**src/rtl/node_exec_ctrl_pkg.sv**
```systemverilog
// Shared codes for the node execution sequencer: opcodes, location codes,
// neighbour direction indices, FSM states and small decode helpers.
package node_exec_ctrl_pkg;

    localparam logic [3:0] OP_NOP = 4'd0;
    localparam logic [3:0] OP_MOV = 4'd1;
    localparam logic [3:0] OP_SWP = 4'd2;
    localparam logic [3:0] OP_SAV = 4'd3;
    localparam logic [3:0] OP_ADD = 4'd4;
    localparam logic [3:0] OP_SUB = 4'd5;
    localparam logic [3:0] OP_NEG = 4'd6;
    localparam logic [3:0] OP_JMP = 4'd7;
    localparam logic [3:0] OP_JEZ = 4'd8;
    localparam logic [3:0] OP_JNZ = 4'd9;
    localparam logic [3:0] OP_JGZ = 4'd10;
    localparam logic [3:0] OP_JLZ = 4'd11;
    localparam logic [3:0] OP_JRO = 4'd12;

    localparam logic [2:0] LOC_NIL   = 3'd0;
    localparam logic [2:0] LOC_ACC   = 3'd1;
    localparam logic [2:0] LOC_UP    = 3'd2;
    localparam logic [2:0] LOC_DOWN  = 3'd3;
    localparam logic [2:0] LOC_LEFT  = 3'd4;
    localparam logic [2:0] LOC_RIGHT = 3'd5;
    localparam logic [2:0] LOC_IMM   = 3'd6;

    localparam logic [1:0] DIR_UP    = 2'd0;
    localparam logic [1:0] DIR_DOWN  = 2'd1;
    localparam logic [1:0] DIR_LEFT  = 2'd2;
    localparam logic [1:0] DIR_RIGHT = 2'd3;

    typedef enum logic [1:0] {
        ST_EXEC  = 2'd0,
        ST_READ  = 2'd1,
        ST_WRITE = 2'd2
    } exec_state_e;

    function automatic logic loc_is_port(input logic [2:0] loc);
        return (loc == LOC_UP) || (loc == LOC_DOWN) || (loc == LOC_LEFT) || (loc == LOC_RIGHT);
    endfunction

    // Port locations are contiguous, so the direction index is an offset from LOC_UP.
    function automatic logic [1:0] loc_dir(input logic [2:0] loc);
        logic [2:0] off;
        off = loc - LOC_UP;
        return off[1:0];
    endfunction

    function automatic logic [3:0] dir_onehot(input logic [1:0] dir);
        return 4'b0001 << dir;
    endfunction

    function automatic logic op_reads_port(input logic [3:0] op, input logic [2:0] src);
        return ((op == OP_MOV) || (op == OP_ADD) || (op == OP_SUB) || (op == OP_JRO))
               && loc_is_port(src);
    endfunction

    function automatic logic op_writes_port(input logic [3:0] op, input logic [2:0] dst);
        return (op == OP_MOV) && loc_is_port(dst);
    endfunction

endpackage

```
**src/rtl/node_exec_ctrl_if.sv**
```systemverilog
// Neighbour-port handshake bundle: four read lanes and one shared write bus.
interface node_exec_ctrl_if #(parameter int DATA_W = 11);
    logic [3:0]          rd_valid;
    logic [4*DATA_W-1:0] rd_data;
    logic [3:0]          wr_ready;
    logic [3:0]          rd_req;
    logic [3:0]          wr_valid;
    logic [DATA_W-1:0]   wr_data;

    modport master (
        input  rd_valid, rd_data, wr_ready,
        output rd_req, wr_valid, wr_data
    );

    modport slave (
        output rd_valid, rd_data, wr_ready,
        input  rd_req, wr_valid, wr_data
    );
endinterface

```
**src/rtl/node_exec_ctrl_sat_counter.sv**
```systemverilog
// Tick-gated up-counter that sticks at all-ones instead of wrapping.
module sat_counter #(
    parameter int W = 16
) (
    input  logic         clk,
    input  logic         rst_n,
    input  logic         tick,
    input  logic         inc,
    output logic [W-1:0] count
);

    logic [W-1:0] count_r;

    // Count qualified ticks, holding once the maximum is reached.
    always_ff @(posedge clk or negedge rst_n) begin
        if (!rst_n) begin
            count_r <= {W{1'b0}};
        end else if (tick && inc && (count_r != {W{1'b1}})) begin
            count_r <= count_r + {{(W-1){1'b0}}, 1'b1};
        end
    end

    assign count = count_r;

endmodule

```
**src/rtl/node_exec_ctrl.sv**
```systemverilog
// Per-node execution sequencer: issues step_en, stalls on blocking neighbour
// reads/writes and keeps executed/stalled cycle counters.
module node_exec_ctrl
    import node_exec_ctrl_pkg::*;
#(
    parameter int DATA_W = 11,
    parameter int CNT_W  = 16
) (
    input  logic              clk,
    input  logic              reset,
    input  logic              tick,
    input  logic [3:0]        op,
    input  logic [2:0]        src,
    input  logic [2:0]        dst,
    input  logic [DATA_W-1:0] src_data,
    node_exec_ctrl_if.master  port,
    output logic [DATA_W-1:0] port_operand,
    output logic              use_port_operand,
    output logic              step_en,
    output logic              stalled,
    output logic [CNT_W-1:0]  cycle_cnt,
    output logic [CNT_W-1:0]  stall_cnt
);

    exec_state_e       state_r, state_s;
    logic [3:0]        rd_req_r, rd_req_s;
    logic [3:0]        wr_valid_r, wr_valid_s;
    logic [DATA_W-1:0] wr_data_r, wr_data_s;
    logic [DATA_W-1:0] port_operand_r, port_operand_s;
    logic              use_port_r, use_port_s;
    logic              stalled_r, stalled_s;
    logic [1:0]        src_dir_r, src_dir_s;
    logic [1:0]        dst_dir_r, dst_dir_s;
    logic              mov_wr_r, mov_wr_s;
    logic              fwd_r, fwd_s;
    logic              step_s;
    logic [DATA_W-1:0] lane_s;

    assign lane_s = port.rd_data[int'(src_dir_r) * DATA_W +: DATA_W];

    // Next-state, next-register and step pulse decode; nothing moves without tick.
    always_comb begin
        state_s        = state_r;
        rd_req_s       = rd_req_r;
        wr_valid_s     = wr_valid_r;
        wr_data_s      = wr_data_r;
        port_operand_s = port_operand_r;
        use_port_s     = use_port_r;
        src_dir_s      = src_dir_r;
        dst_dir_s      = dst_dir_r;
        mov_wr_s       = mov_wr_r;
        fwd_s          = fwd_r;
        step_s         = 1'b0;
        if (tick) begin
            case (state_r)
                ST_EXEC: begin
                    if (use_port_r) begin
                        // Step cycle of an instruction whose operand came from a port.
                        step_s     = 1'b1;
                        use_port_s = 1'b0;
                    end else if (op_reads_port(op, src)) begin
                        state_s   = ST_READ;
                        src_dir_s = loc_dir(src);
                        dst_dir_s = loc_dir(dst);
                        mov_wr_s  = op_writes_port(op, dst);
                        rd_req_s  = dir_onehot(loc_dir(src));
                    end else if (op_writes_port(op, dst)) begin
                        state_s    = ST_WRITE;
                        dst_dir_s  = loc_dir(dst);
                        wr_data_s  = src_data;
                        wr_valid_s = dir_onehot(loc_dir(dst));
                    end else begin
                        step_s = 1'b1;
                    end
                end
                ST_READ: begin
                    if (fwd_r) begin
                        // Extra cycle moves the latched operand onto the write bus.
                        state_s    = ST_WRITE;
                        fwd_s      = 1'b0;
                        wr_data_s  = port_operand_r;
                        wr_valid_s = dir_onehot(dst_dir_r);
                    end else if (port.rd_valid[src_dir_r]) begin
                        port_operand_s = lane_s;
                        rd_req_s       = 4'b0000;
                        if (mov_wr_r) begin
                            fwd_s = 1'b1;
                        end else begin
                            state_s    = ST_EXEC;
                            use_port_s = 1'b1;
                        end
                    end else begin
                        state_s = ST_READ;
                    end
                end
                ST_WRITE: begin
                    if (port.wr_ready[dst_dir_r]) begin
                        step_s     = 1'b1;
                        wr_valid_s = 4'b0000;
                        state_s    = ST_EXEC;
                    end else begin
                        state_s = ST_WRITE;
                    end
                end
                default: begin
                    state_s    = ST_EXEC;
                    rd_req_s   = 4'b0000;
                    wr_valid_s = 4'b0000;
                    use_port_s = 1'b0;
                    fwd_s      = 1'b0;
                end
            endcase
        end else begin
            step_s = 1'b0;
        end
        stalled_s = (state_s != ST_EXEC);
    end

    // State and registered outputs; reset abandons any transfer in flight.
    always_ff @(posedge clk or negedge reset) begin
        if (!reset) begin
            state_r        <= ST_EXEC;
            rd_req_r       <= 4'b0000;
            wr_valid_r     <= 4'b0000;
            wr_data_r      <= {DATA_W{1'b0}};
            port_operand_r <= {DATA_W{1'b0}};
            use_port_r     <= 1'b0;
            stalled_r      <= 1'b0;
            src_dir_r      <= 2'd0;
            dst_dir_r      <= 2'd0;
            mov_wr_r       <= 1'b0;
            fwd_r          <= 1'b0;
        end else begin
            state_r        <= state_s;
            rd_req_r       <= rd_req_s;
            wr_valid_r     <= wr_valid_s;
            wr_data_r      <= wr_data_s;
            port_operand_r <= port_operand_s;
            use_port_r     <= use_port_s;
            stalled_r      <= stalled_s;
            src_dir_r      <= src_dir_s;
            dst_dir_r      <= dst_dir_s;
            mov_wr_r       <= mov_wr_s;
            fwd_r          <= fwd_s;
        end
    end

    sat_counter #(.W(CNT_W)) u_cycle_cnt (
        .clk   (clk),
        .rst_n (reset),
        .tick  (tick),
        .inc   (1'b1),
        .count (cycle_cnt)
    );

    sat_counter #(.W(CNT_W)) u_stall_cnt (
        .clk   (clk),
        .rst_n (reset),
        .tick  (tick),
        .inc   (stalled_r),
        .count (stall_cnt)
    );

    assign port.rd_req       = rd_req_r;
    assign port.wr_valid     = wr_valid_r;
    assign port.wr_data      = wr_data_r;
    assign port_operand      = port_operand_r;
    assign use_port_operand  = use_port_r;
    assign stalled           = stalled_r;
    assign step_en           = step_s & reset;

endmodule

```
**src/flat_wrapper.sv**
```systemverilog
// flat-port wrapper written by rule: the top's interface ports become plain ports
module node_exec_ctrl_flat import node_exec_ctrl_pkg::*;
#(
    parameter int DATA_W = 11,
    parameter int CNT_W  = 16
)
  (clk, reset, tick, op, src, dst, src_data, port_operand, use_port_operand, step_en, stalled, cycle_cnt, stall_cnt, port_rd_valid, port_rd_data, port_wr_ready, port_rd_req, port_wr_valid, port_wr_data);
  node_exec_ctrl_if #(.DATA_W(DATA_W)) port_i ();
  input  logic clk;
  input  logic reset;
  input  logic tick;
  input  logic [3:0] op;
  input  logic [2:0] src;
  input  logic [2:0] dst;
  input  logic [DATA_W-1:0] src_data;
  output logic [DATA_W-1:0] port_operand;
  output logic use_port_operand;
  output logic step_en;
  output logic stalled;
  output logic [CNT_W-1:0] cycle_cnt;
  output logic [CNT_W-1:0] stall_cnt;
  input wire logic [$bits(port_i.rd_valid)-1:0] port_rd_valid;
  input wire logic [$bits(port_i.rd_data)-1:0] port_rd_data;
  input wire logic [$bits(port_i.wr_ready)-1:0] port_wr_ready;
  output wire logic [$bits(port_i.rd_req)-1:0] port_rd_req;
  output wire logic [$bits(port_i.wr_valid)-1:0] port_wr_valid;
  output wire logic [$bits(port_i.wr_data)-1:0] port_wr_data;
  assign port_i.rd_valid = port_rd_valid;
  assign port_i.rd_data = port_rd_data;
  assign port_i.wr_ready = port_wr_ready;
  assign port_rd_req = port_i.rd_req;
  assign port_wr_valid = port_i.wr_valid;
  assign port_wr_data = port_i.wr_data;
  node_exec_ctrl #(.DATA_W(DATA_W), .CNT_W(CNT_W)) u_core (.clk(clk), .reset(reset), .tick(tick), .op(op), .src(src), .dst(dst), .src_data(src_data), .port(port_i), .port_operand(port_operand), .use_port_operand(use_port_operand), .step_en(step_en), .stalled(stalled), .cycle_cnt(cycle_cnt), .stall_cnt(stall_cnt));
endmodule
```
**config.mk**
```make
export PLATFORM = sky130hd
export DESIGN_NAME = node_exec_ctrl_flat
export DESIGN_NICKNAME = d
export VERILOG_FILES = /design/src/rtl/node_exec_ctrl_pkg.sv /design/src/rtl/node_exec_ctrl_if.sv /design/src/rtl/node_exec_ctrl_sat_counter.sv /design/src/rtl/node_exec_ctrl.sv /design/src/flat_wrapper.sv
export SDC_FILE = /design/constraint.sdc
export NUM_CORES = 1
export LEC_CHECK = 0
export ABC_AREA = 1
export CAP_MARGIN = 10
export CORE_ASPECT_RATIO = 0.5
export CORE_MARGIN = 3
export CORE_UTILIZATION = 30
export CTS_CLUSTER_DIAMETER = 40
export DETAILED_ROUTE_END_ITERATION = 16
export GPL_ROUTABILITY_DRIVEN = 0
export PLACE_DENSITY = 0.63
export SYNTH_ARGS = -nofsm -noshare
export SYNTH_HDL_FRONTEND = slang
export SYNTH_HIERARCHICAL = 1
export SYNTH_SLANG_ARGS = --single-unit
```
**constraint.sdc**
```tcl
create_clock -name clk -period 3 [get_ports clk]
set_input_delay 0.6 -clock clk [delete_from_list [all_inputs] [get_ports clk]]
set_output_delay 0.6 -clock clk [all_outputs]
set_load 0.01 [all_outputs]
```
# Word level (Yosys, flattened, before mapping)
# Index checks and enable logic that the tools add are counted.
# word_totals
inputBits,76
word_cells,126
register_bits,72
out_inout_bits,65
# op_classes
muxes,45
n_eq_ne,25
n_mul,1
n_addsub,4
n_shift,4
magnitude_cmp,2
n_bitwise,5
n_reduce_logical,27
# ops
cell,count
$mux W11,4
$shiftx A44 B32 Y11,1
$mux W4,9
$add A16 B1 Y16 const B,2
$ne A16 B16 Y1 const B,2
$pmux W4 S3,2
$pmux W11 S2,1
$mux W2,10
$reduce_and A6 Y1,3
$mux W1,13
$eq A3 B2 Y1 const B,4
$eq A3 B3 Y1 const B,4
$reduce_and A4 Y1,3
$shl A1 B2 Y4 const A,3
$ne A2 B1 Y1 const B,5
$logic_or A1 B1 Y1,9
$eq A4 B3 Y1 const B,2
$ne A2 B2 Y1 const B,4
$lt A2 B3 Y1 const B,2
$mul A2 B4 Y6 const B,1
$pmux W1 S2,3
$pmux W2 S3,1
$reduce_bool A2 Y1,3
$logic_and A1 B1 Y1,5
12 further kinds,17

# Logic depth before layout (Yosys ltp)
# Gate-level depths: netlist of run 1.
# logic_depth
ltp_word,11
ltp_mapped,11
mapped_depth_nobuf,11

# Modules after synthesis
# The synthesis of run 1 kept the hierarchy.
# modules_own_cells
mod,cells_each,seq_area_each_um2,area_per_inst_um2,n_inst
node_exec_ctrl,337,1001.0,2327.2,1
sat_counter at u_core.u_stall_cnt,154,400.4,1044.8,1
sat_counter at u_core.u_cycle_cnt,144,400.4,1012.2,1

# Worst setup path after synthesis of run 1
# No wires, ideal clock.
# synth_path
path_kind,flip-flop to output port
start,reg u_core.state_r[0]
end,out step_en
n_path_buf,0
stages_incl_launch_ff,6
t_required_ns,2.400
setup_slack_ns,1.070
arrival_time_ns,1.330
cell_sequence,dfrtp_1 -> nor2_1 -> inv_1 -> nor2_1 -> nand2_1 -> a21oi_1
# synth_between
elab_chain_len,4
word_cells_on_any_way,5
classes_between,1 x eq/ne; 2 x mux; 1 x bitwise; 1 x reduce/logical
# synth_lines
item,line_no,text
"start, declared",node_exec_ctrl.sv:25,"exec_state_e state_r, state_s;"
"start signal, assigned",node_exec_ctrl.sv:134,state_r <= state_s;
$eq A2 B2 Y1 or $logic_not A2 Y1 (tied branches),node_exec_ctrl.sv:55,case (state_r)
$pmux W1 S2 (*),node_exec_ctrl.sv:55,
$mux W1 (*),node_exec_ctrl.sv:54,if (tick) begin
$and A1 B1 Y1 (*),node_exec_ctrl.sv:170,assign step_en = step_s & reset;
"end, declared",flat_wrapper.sv:18,output logic step_en;
# Mark *: on every way between the ends. The rest lies on a longest branch, timed or not.

# Final worst setup path of run 1
# layout_path
start,in src[1]
end,out step_en
# layout_between
elab_chain_len,10
word_cells_on_any_way,13
classes_between,4 x eq/ne; 4 x mux; 1 x bitwise; 4 x reduce/logical
# layout_lines
item,line_no,text
"start, declared",flat_wrapper.sv:13,input logic [2:0] src;
$eq A3 B2 Y1,node_exec_ctrl_pkg.sv:39,return (loc == LOC_UP) || (loc == LOC_DOWN) || (loc == LOC_LEFT) || (loc == LOC_RIGHT);
$logic_or A1 B1 Y1 (2 in series),node_exec_ctrl_pkg.sv:39,
$logic_or A1 B1 Y1 (*),node_exec_ctrl_pkg.sv:39,
$logic_and A1 B1 Y1 (*),node_exec_ctrl_pkg.sv:55,&& loc_is_port(src);
$mux W1 (*),node_exec_ctrl.sv:61,"end else if (op_reads_port(op, src)) begin"
$mux W1 (*),node_exec_ctrl.sv:57,if (use_port_r) begin
$pmux W1 S2 (*),node_exec_ctrl.sv:55,
$mux W1 (*),node_exec_ctrl.sv:54,
$and A1 B1 Y1 (*),node_exec_ctrl.sv:170,
# Marks and branches as above.

==> results of run 1 <==
==> cell families (layout without fill, tap and decap cells) <==
group	after synthesis	count (layout)	share of synthesized area, %
AND/OR/NAND/NOR	386	386	37.1
flip-flops	72	72	41.1
other	1	1	0.0855
XOR/XNOR	11	11	2.20
AO/OA/AOI/OAI	86	86	11.6
adder cells (fa/ha/maj)	2	2	0.571
buffers and inverters	77	224	7.36
==> state kept, by name, summed over array words and instances, names as in the netlist, 2 cells and up <==
name and cells:
u_core/port_operand 11, u_core/dst_dir_r 2, u_core/state_r 2, u_core/port.rd_req 4, u_core/port.wr_data 11, u_core/u_cycle_cnt/count 16, u_core/src_dir_r 2, u_core/u_stall_cnt/count 16
u_core/port.wr_valid 4
==> power by group through the flow <==
stage / logic, mW / clock network (mW) / registers (mW)
after global routing: 2.00 / 1.15 / 1.56
after CTS: 1.82 / 1.12 / 1.51
after floorplan: 0.863 / 0 / 1.58
final: 1.79 / 1.08 / 1.50
after detailed placement: 1.81 / 0 / 1.53
after global placement: 1.79 / 0 / 1.52
==> critical path, cell delays in order <==
cell and delay (ps):
clkdlybuf4s50_1 510, nor2_1 70, nor2_1 160, nand2_1 110, nor2_1 140, nor2_1 80
nand2_1 70, a21oi_1 60, dlymetal6s2s_1 160
==> area by class of cell <==
cell class / count / area, µm²
Fill cell: 1402 / 7640
Multi-Input combinational cell: 486 / 2260
Tap cell: 192 / 240
Sequential cell: 72 / 1800
Clock inverter: 3 / 40.0
Inverter: 61 / 229
Timing Repair Buffer: 147 / 1450
Clock buffer: 13 / 260
==> how the worst min path moves through the flow <==
| stage | depth (start not counted) | endpoint | slack, ps |
|---|---|---|---|
| floorplan | 0 | u_core/dst_dir_r[0] | 300 |
| detailed placement | 2 | u_core/port.rd_req[3] | 460 |
| global placement | 2 | u_core/port.wr_data[1] | 460 |
| CTS | 2 | u_core/port.rd_req[3] | 470 |
| finish | 2 | u_core/port.wr_valid[3] | 470 |
| global route | 2 | u_core/port.wr_data[1] | 490 |
==> layout by cell type (no fill, tap or decap), drive strengths merged, types with 2 or more instances in the layout <==
cell type,n
nand3,35
clkdlybuf4s50,138
nand4,9
dfrtp,72
ha,2
o21bai,2
o21ai,62
nor3,4
xnor2,5
inv,61
clkbuf,13
nand3b,2
o22ai,11
buf,8
xor2,6
nor2,85
a21oi,11
clkinv,2
nand2,249
==> what timing repair did <==
item | in CTS | in global routing
endpoints found under the setup margin | 0 | 1
hold buffers | 0 | 0
gates resized for setup | 0 | 1
==> synthesized netlist by cell type, types with 3 or more instances <==
cell type / count
buf_2: 3
nand4_1: 8
dfrtp_1: 72
nor3_1: 4
o21ai_0: 53
xor2_1: 6
o21ai_2: 7
inv_1: 59
clkbuf_1: 8
a21oi_1: 10
o22ai_1: 11
nor2_4: 3
buf_6: 4
xnor2_1: 5
nor2_1: 74
nand3_1: 33
nand2_1: 243
nor2_2: 8
nand2_2: 4
==> metrics by stage <==
stage | hold slack (ps) | utilization (%) | power (mW) | instances
after global placement | 458 | 42.9 | 3.31 | 958
after global routing | 494 | 45.1 | 4.71 | 974
after floorplan | 304 | - | 2.44 | 635
after CTS | 474 | 45.1 | 4.45 | 974
final | 469 | 45.1 | 4.37 | 974
after detailed placement | 459 | 42.9 | 3.34 | 958
==> per-layer routing <==
layer  vias up  track usage [%]  wire, µm
li1       2289                -         -
met1      1983             20.4      5870
met2        92             25.1      5590
met3         9             3.47       541
met4         0             3.14        93
met5         -                0         0
==> out/metrics.yaml, run 1 <==
outcome:
  status: "finished, final reports clean"
timing:
  final_hold_viol_count: 0
  fin_setup_tns_ps: 0
  setup_viol: 0
  fmax_mhz: 392
  worstMarginPinSlew_ps: 954
  setup_ws_ps: 447
  slew_headroom_pct: 36.4
  finalCriticalPeriod_ps: 2550
  slew_viol_final: 0
  rsz0062_at_grt: "false"
  fin_crit_sh_pct: 85.1
  fin_skew_ps: 3.69
die:
  core-area_um2: 13900
  die_w_um: 177
  start_util_pct: 31.5
  dieArea_um2: 16200
  die_h_um: 91.5
  placementRows: 30
  ios: 141
worst_setup_path:
  critPathMaxFanout: 3
  rr_worst_depth: 11
  critPathLaunchType: "input pin"
  arrival_ps: 1950
  r2r-end: "u_core/port.rd_req[1]"
  critPathKind: "input pin to output pin"
  critPathLaunch: "src[1]"
  worst-r2r-setup-slack_ps: 900
  timing.rr.start: "u_core/src_dir_r[0]"
  required_ps: 2400
  endpoint: "step_en"
  critPathCaptureType: "output pin"
global_routing:
  grt_max_degree: 73
  grt_overflow: 0
  grt_pass1_wl_um: 20300
  antenna_found_initial: 0
  grt_pass1_vias: 4085
  grtUsageTotal_pct: 15.2
clock_tree:
  cts-htree-levels: 3
  clk_path_buf_depth: 2
  cts_setup_buffers: 0
  cts.clk_slew.worst_paths_ps: 60
  cts_made_buffers: 9
  root_buffer: "clkbuf_16"
  clk_latency_ps: 320
  cts.sinks: 72
  cts_tree: "done"
yosys:
  synthCells: 635
  yosys_warnings: 6
  avgSynthCellArea_um2: 6.90
  synth_top_area_share_pct: 41.1
  synthFlopType: "dfrtp_1"
  synthTopCellsByArea: "dfrtp_1, nand2_1, nor2_1, o21ai_0, inv_1"
  ys_async_sr_fraction_pct: 100
  yosysTopAreaCell: "dfrtp_1"
  synth_edf_count: 0
  yosysSeqAreaShare_pct: 41.1
  synth_nets: 713
  netlist_area_um2: 4380
  ys_types: 34
  synth_seq_cells: 72
power:
  p_comb_share_pct: 41.0
  internal_power_mw: 2.80
  power_per_cell_area_nw_per_um2: 696
  clockPowerShare_pct: 24.8
  vdd_drop_max_mv: 0.297
  leakage_nw: 2.91
  p_sw_share_pct: 35.9
  power_frac_seq_pct: 34.3
  p_switching_mw: 1.57
cells_and_area:
  layout-drive-gt1-share_pct: 7.03
  antenna_cells: 0
  area_growth_pct: 43.3
  stdcell_area_um2: 6280
  nets: 855
route:
  via_per_inst: 4.49
  post-route-drc-count: 0
  routed_wl_um: 12100
  first_pass_iters: 5
  post_drt_wl_per_cell_um: 12.4
  routed-via-count: 4373
  antenna_left: 0
  drtIter0Drc: 181
placed_design:
  pre_cts_slack_ps: 85.1
  portBuffers: 140
  hpwl_um: 9180
  place_area_um2: 5980
hold_path:
  worst_hold_path_type: "register to register"
  hp-start: "u_core/port.wr_valid[3]"
run:
  cap_violations: 0
Power figures use the tool's default switching activity.
==> run 2, diff against run 1 <==
==> constraint.sdc (replaced) <==
create_clock -name clk -period 3 [get_ports clk]
set_input_delay 0.75 -clock clk [delete_from_list [all_inputs] [get_ports clk]]
set_output_delay 0.75 -clock clk [all_outputs]
set_load 0.01 [all_outputs]
==> run 2 against run 1 <==
  * First-iteration DRC count increased by 23%
  * Critical endpoint unchanged
  * Sequential power hardly changed
  * Sequential share of layout area down 0.29 points
  * Setup slack worse by 260 ps
  * Fmax shrank 9.3%
  * Highest routed layer unchanged
  * Worst hold slack got worse by 1.9 ps
  * Flip-flop and latch count unchanged
  * Critical path depth increased by 1
  * Largest power group unchanged
  * Global-route usage is 0.075 points higher
  * Non-clock buffer count increased by 4
  * Count of clock-buffer cells in the layout down 3
  * Clock skew grew 1.8 ps
==> out/metrics.yaml, run 2 (synthesis gave the netlist of run 1 again) <==
die:
  dieArea_um2: 16200  # unchanged
  core-area_um2: 13900  # unchanged
  start_util_pct: 31.5  # unchanged
  ios: 141  # unchanged
  die_w_um: 177  # unchanged
  placementRows: 30  # unchanged
  die_h_um: 91.5  # unchanged
worst_setup_path:
  crit_slowest_cell: "clkdlybuf4s50_1"  # unchanged
  critPathCaptureType: "output pin"  # unchanged
  critPathMaxStageDelay_ps: 510  # about the same
  critPathLaunchType: "input pin"  # unchanged
  r2r-end: "u_core/port.rd_req[1]"  # unchanged
  timing.rr.start: "u_core/src_dir_r[0]"  # unchanged
  cpMostUsedCell: "nand2_1"  # was nor2_1
  cp_cell_sequence: "clkdlybuf4s50_1 > nand2_1 > nand2_1 > nor2_2 > nand2_1 > nor2_1 > nor2_1 > nand2_1 > a21oi_2 > clkbuf_2"  # was clkdlybuf4s50_1 > nor2_1 > nor2_1 > nand2_1 > nor2_1 > nor2_1 > nand2_1 > a21oi_1 > dlymetal6s2s_1
  critPathMaxFanout: 3  # unchanged
  cp_num_buf_inv: 2  # unchanged
  critPathKind: "input pin to output pin"  # unchanged
  rr_worst_depth: 11  # unchanged
  worst-r2r-setup-slack_ps: 890  # was 900 ps
  required_ps: 2250  # was 2400 ps
  path_delay_family: "buffers and inverters"  # unchanged
  arrival_ps: 2070  # was 1950 ps
placed_design:
  place_area_um2: 6000  # was 5980 µm²
  portBuffers: 140  # unchanged
  place_inst: 961  # was 958
  hpwl_um: 9170  # was 9180 µm
hold_path:
  hp-start: "u_core/port.wr_data[1]"  # was u_core/port.wr_valid[3]
  worst_hold_path_type: "register to register"  # unchanged
  hold_end: "u_core/port.wr_data[1]"  # was u_core/port.wr_valid[3]
  min_path_cells: 2  # unchanged
timing:
  holdWs_ps: 467  # was 469 ps
  slew_headroom_pct: 36.2  # was 36.4%
  final_hold_viol_count: 0  # unchanged
  slew_viol_final: 0  # unchanged
  worstMarginPinSlew_ps: 957  # was 954 ps
  rsz0062_at_grt: "false"  # unchanged
  fin_skew_ps: 5.52  # was 3.69 ps
  fmax_mhz: 355  # was 392 MHz
  fin_crit_sh_pct: 93.9  # was 85.1%
  setup_viol: 0  # unchanged
  finalCriticalPeriod_ps: 2820  # was 2550 ps
global_routing:
  grt_pass1_vias: 4170  # was 4,085
  grt_pass1_wl_um: 20400  # was 20,300 µm
  grtUsageTotal_pct: 15.2  # about the same
  grt_max_degree: 73  # unchanged
  grt_overflow: 0  # unchanged
  antenna_found_initial: 0  # unchanged
route:
  post_drt_wl_per_cell_um: 12.4  # about the same
  first_pass_iters: 4  # was 5
  antenna_left: 0  # unchanged
  via_per_inst: 4.48  # was 4.49
  post-route-drc-count: 0  # unchanged
  routed-via-count: 4379  # was 4,373
  drtIter0Drc: 222  # was 181
  routed_wl_um: 12200  # was 12,100 µm
cells_and_area:
  final_core_util_pct: 45.6  # was 45.1%
  area_growth_pct: 44.8  # was 43.3%
  nets: 859  # was 855
  fillers: 1392  # was 1,402
  stdcell_area_um2: 6350  # was 6280 µm²
  finalNonFillerCells: 978  # was 974
  final_cell_mix: "nand2_1, clkdlybuf4s50_1, nor2_1"  # unchanged
  antenna_cells: 0  # unchanged
  layout-drive-gt1-share_pct: 8.02  # was 7.03%
  layout_commonest_cell: "nand2_1"  # unchanged
clock_tree:
  ctsHoldBuffers: 0  # unchanged
  cts_tree: "done"  # unchanged
  cts.sinks: 72  # unchanged
  cts_made_buffers: 9  # unchanged
  cts-htree-levels: 3  # unchanged
  clk_path_buf_depth: 2  # unchanged
  root_buffer: "clkbuf_16"  # unchanged
  clk_latency_ps: 330  # was 320 ps
  cts.clk_slew.worst_paths_ps: 60  # about the same
power:
  leakage_nw: 2.92  # was 2.91 nW
  vdd_drop_max_mv: 0.262  # was 0.297 mV
  power_mw: 4.52  # was 4.37 mW
  power_per_cell_area_nw_per_um2: 713  # was 696 nW/µm²
run:
  cap_violations: 0  # unchanged
outcome:
  status: "finished, final reports clean"  # unchanged
run 2: area by class of cell:
cell class / count / area, µm² / area share [%]
sequential: 72 / 1800 / 28.4
clock inverter: 6 / 108 / 1.70
clock buffer: 10 / 229 / 3.61
inverter: 61 / 229 / 3.61
timing repair buffer: 151 / 1470 / 23.2
multi-input combinational: 486 / 2270 / 35.7
tap: 192 / 240 / 3.78
run 2: repair_timing:
item,in CTS,in global routing
resized for setup,1,4
setup buffers,0,1
setup endpoints to repair,1,1
pin swaps,0,1
run 2: worst min-delay path, stage by stage, from the launching register on:
cell,delay (ps)
dfrtp_1,340
nand2_1,50
nand2_1,40
run 2: through the flow:
| stage | setup slack, ps | setup TNS (ps) |
|---|---|---|
| 6_report | 184 | 0 |
| 5_1_grt | 16.0 | 0 |
| 4_1_cts | 81.4 | 0 |
| 3_5_place_dp | -178 | -178 |
| 3_3_place_gp | -146 | -146 |
| 2_1_floorplan | 808 | 0 |
run 2: routing by layer:
| layer | global-route usage (%) | wire (µm) | share of wire, % | vias up |
|---|---|---|---|---|
| met5 | 0 | 0 | 0 | - |
| met4 | 3.72 | 74 | 0.61 | 0 |
| met3 | 3.84 | 581 | 4.8 | 7 |
| met2 | 24.5 | 5610 | 46 | 91 |
| met1 | 20.6 | 5910 | 49 | 1978 |
| li1 | - | - | - | 2303 |
run 2: worst max-delay path by stage:
stage / start / to / cells past startpoint
5_1_grt: src[1] / step_en / 10
4_1_cts: src[1] / step_en / 9
2_1_floorplan: op[3] / step_en / 8
3_3_place_gp: src[1] / step_en / 10
6_report: src[1] / step_en / 10
3_5_place_dp: src[1] / step_en / 10
run 2: report_power, final:
group          internal, mW  switching, mW  total [mW]
Clock                 0.810          0.409        1.22
Combinational         0.871          0.937        1.81
Sequential             1.25          0.244        1.50
==> run 3, diff against run 2 <==
--- a/config.mk
+++ b/config.mk
@@ -6,14 +6,15 @@
 export NUM_CORES = 1
 export LEC_CHECK = 0
 export ABC_AREA = 1
-export CAP_MARGIN = 10
+export CAP_MARGIN = 5
 export CORE_ASPECT_RATIO = 0.5
 export CORE_MARGIN = 3
-export CORE_UTILIZATION = 30
+export CORE_UTILIZATION = 33
 export CTS_CLUSTER_DIAMETER = 40
 export DETAILED_ROUTE_END_ITERATION = 16
 export GPL_ROUTABILITY_DRIVEN = 0
-export PLACE_DENSITY = 0.63
+export PLACE_DENSITY = 0.67
+export SETUP_SLACK_MARGIN = 0.5
 export SYNTH_ARGS = -nofsm -noshare
 export SYNTH_HDL_FRONTEND = slang
 export SYNTH_HIERARCHICAL = 1
==> run 3 against run 2 <==
  * Core utilization rose by 5.4 points
  * Count of clock-buffer cells in the layout unchanged
  * Non-clock buffer count is 20 higher
  * Sequential share of layout area shrank 0.77 points
  * Fmax is 15% higher
  * Sequential power is essentially flat
==> out/metrics.yaml, run 3 (synthesis gave the netlist of run 1 again) <==
outcome:
  status: "finished, final reports clean"  # unchanged
cells_and_area:
  nets: 880  # was 859
  area_growth_pct: 48.8  # was 44.8%
  final_cell_mix: "nand2_1, clkdlybuf4s50_1, dfrtp_1"  # was nand2_1, clkdlybuf4s50_1, nor2_1
  layout-drive-gt1-share_pct: 12.5  # was 8.02%
  finalNonFillerCells: 976  # was 978
  layout_commonest_cell: "nand2_1"  # unchanged
  antenna_cells: 0  # unchanged
route:
  via_per_inst: 4.67  # was 4.48
  antenna_left: 0  # unchanged
  drtIter0Drc: 224  # was 222
  post_drt_wl_per_cell_um: 12.8  # was 12.4 µm
  routed_wl_um: 12500  # was 12,200 µm
  first_pass_iters: 6  # was 4
  routed-via-count: 4557  # was 4,379
  post-route-drc-count: 0  # unchanged
power:
  power_per_cell_area_nw_per_um2: 696  # was 713 nW/µm²
  leakage_nw: 3.04  # was 2.92 nW
  vdd_drop_max_mv: 0.380  # was 0.262 mV
clock_tree:
  cts.sinks: 72  # unchanged
  cts_tree: "done"  # unchanged
  cts_made_buffers: 9  # unchanged
  root_buffer: "clkbuf_16"  # unchanged
  clk_latency_ps: 320  # was 330 ps
  cts-htree-levels: 3  # unchanged
  cts.clk_slew.worst_paths_ps: 60  # about the same
  clk_path_buf_depth: 2  # unchanged
  ctsHoldBuffers: 0  # unchanged
worst_setup_path:
  critPathCaptureType: "register"  # was output pin
  critPathLaunchType: "input pin"  # unchanged
  critPathKind: "input pin to register"  # was input pin to output pin
  required_ps: 3250  # was 2250 ps
  arrival_ps: 2710  # was 2070 ps
  critPathMaxFanout: 6  # was 3
placed_design:
  hpwl_um: 9020  # was 9170 µm
  portBuffers: 140  # unchanged
  place_inst: 940  # was 961
timing:
  fin_crit_sh_pct: 81.9  # was 93.9%
  finalCriticalPeriod_ps: 2460  # was 2820 ps
  holdWs_ps: 468  # was 467 ps
  setup_viol: 0  # unchanged
  fin_skew_ps: 5.42  # was 5.52 ps
  slew_headroom_pct: 38.1  # was 36.2%
  slew_viol_final: 0  # unchanged
  fmax_mhz: 407  # was 355 MHz
  final_hold_viol_count: 0  # unchanged
  fin_setup_tns_ps: 0  # unchanged
  rsz0062_at_grt: "true"  # was false
  worstMarginPinSlew_ps: 928  # was 957 ps
die:
  dieArea_um2: 14800  # was 16,200 µm²
  start_util_pct: 34.2  # was 31.5%
  die_w_um: 169  # was 177 µm
  placementRows: 29  # was 30
  die_h_um: 87.5  # was 91.5 µm
  ios: 141  # unchanged
  core-area_um2: 12800  # was 13,900 µm²
hold_path:
  worst_hold_path_type: "register to register"  # unchanged
global_routing:
  grt_pass1_vias: 4143  # was 4,170
  grtUsageTotal_pct: 16.8  # was 15.2%
  antenna_found_initial: 0  # unchanged
  grt_pass1_wl_um: 20200  # was 20,400 µm
  grt_max_degree: 73  # unchanged
  grt_overflow: 0  # unchanged
run:
  cap_violations: 0  # unchanged
[run 3: report_power, final]
| part | switching [mW] | internal [mW] |
|---|---|---|
| Sequential | 0.258 | 1.25 |
| Clock | 0.404 | 0.746 |
| Combinational | 0.976 | 0.905 |
| Total | 1.64 | 2.90 |
[run 3: cell type report]
class	instances	area (µm²)
clock inverter	5	81.3
tap	170	213
fill	1269	6280
inverter	61	229
clock buffer	10	239
multi-input combinational	487	2350
sequential	72	1800
timing repair buffer	171	1610
[run 3: timing repair]
action,4_1_cts,5_1_grt
pin swaps,11,11
buffers inserted,19,1
setup endpoints to repair,1,20
gates resized for setup,26,22
cloned,0,1
[run 3: through the flow]
stage / total power, mW / setup slack [ps] / util [%] / instance area (µm²)
after floorplan: 2.44 / 808 / - / 4380
after global placement: 3.32 / -145 / 46.7 / 5980
after detailed placement: 3.35 / -173 / 46.7 / 5980
after CTS: 4.55 / 515 / 50.3 / 6450
after global routing: 4.87 / 479 / 50.9 / 6520
final: 4.54 / 544 / 50.9 / 6520
[run 3: worst paths after layout]
check | slack, ps | startpoint | cells after the start | endpoint
setup / recovery | 540 | op[3] | 19 | u_core/src_dir_r[1]
hold / removal | 470 | u_core/port.wr_data[0] | 2 | u_core/port.wr_data[0]
setup reg to reg | 920 | u_core/src_dir_r[0] | 11 | u_core/port.rd_req[3]
hold reg to reg | 470 | u_core/port.wr_data[0] | 2 | u_core/port.wr_data[0]
max in group asynchronous | 1740 | reset | 2 | u_core/u_stall_cnt/count[4]
min in group asynchronous | 670 | reset | 2 | u_core/u_cycle_cnt/count[8]
[run 3: routing by layer]
layer | wire (µm) | track usage [%] | share of wire (%) | up-vias
met5 | 0 | 0 | 0 | -
li1 | - | - | - | 2350
met4 | 91 | 3.17 | 0.73 | 0
met2 | 5960 | 29.2 | 48 | 102
met3 | 558 | 3.67 | 4.5 | 8
met1 | 5920 | 22.0 | 47 | 2097
[run 3: critical path, stage by stage]
cell and delay, ps:
dlygate4sd2_1 190, inv_1 50, nand2_2 70, nand2_2 70
nand2_4 90, nor2_4 50, buf_4 130, buf_4 120
buf_4 130, buf_4 120, buf_4 120, buf_4 120
buf_4 120, buf_4 130, buf_4 130, buf_6 110
nand3_4 70, nand2_1 60, o21ai_1 80
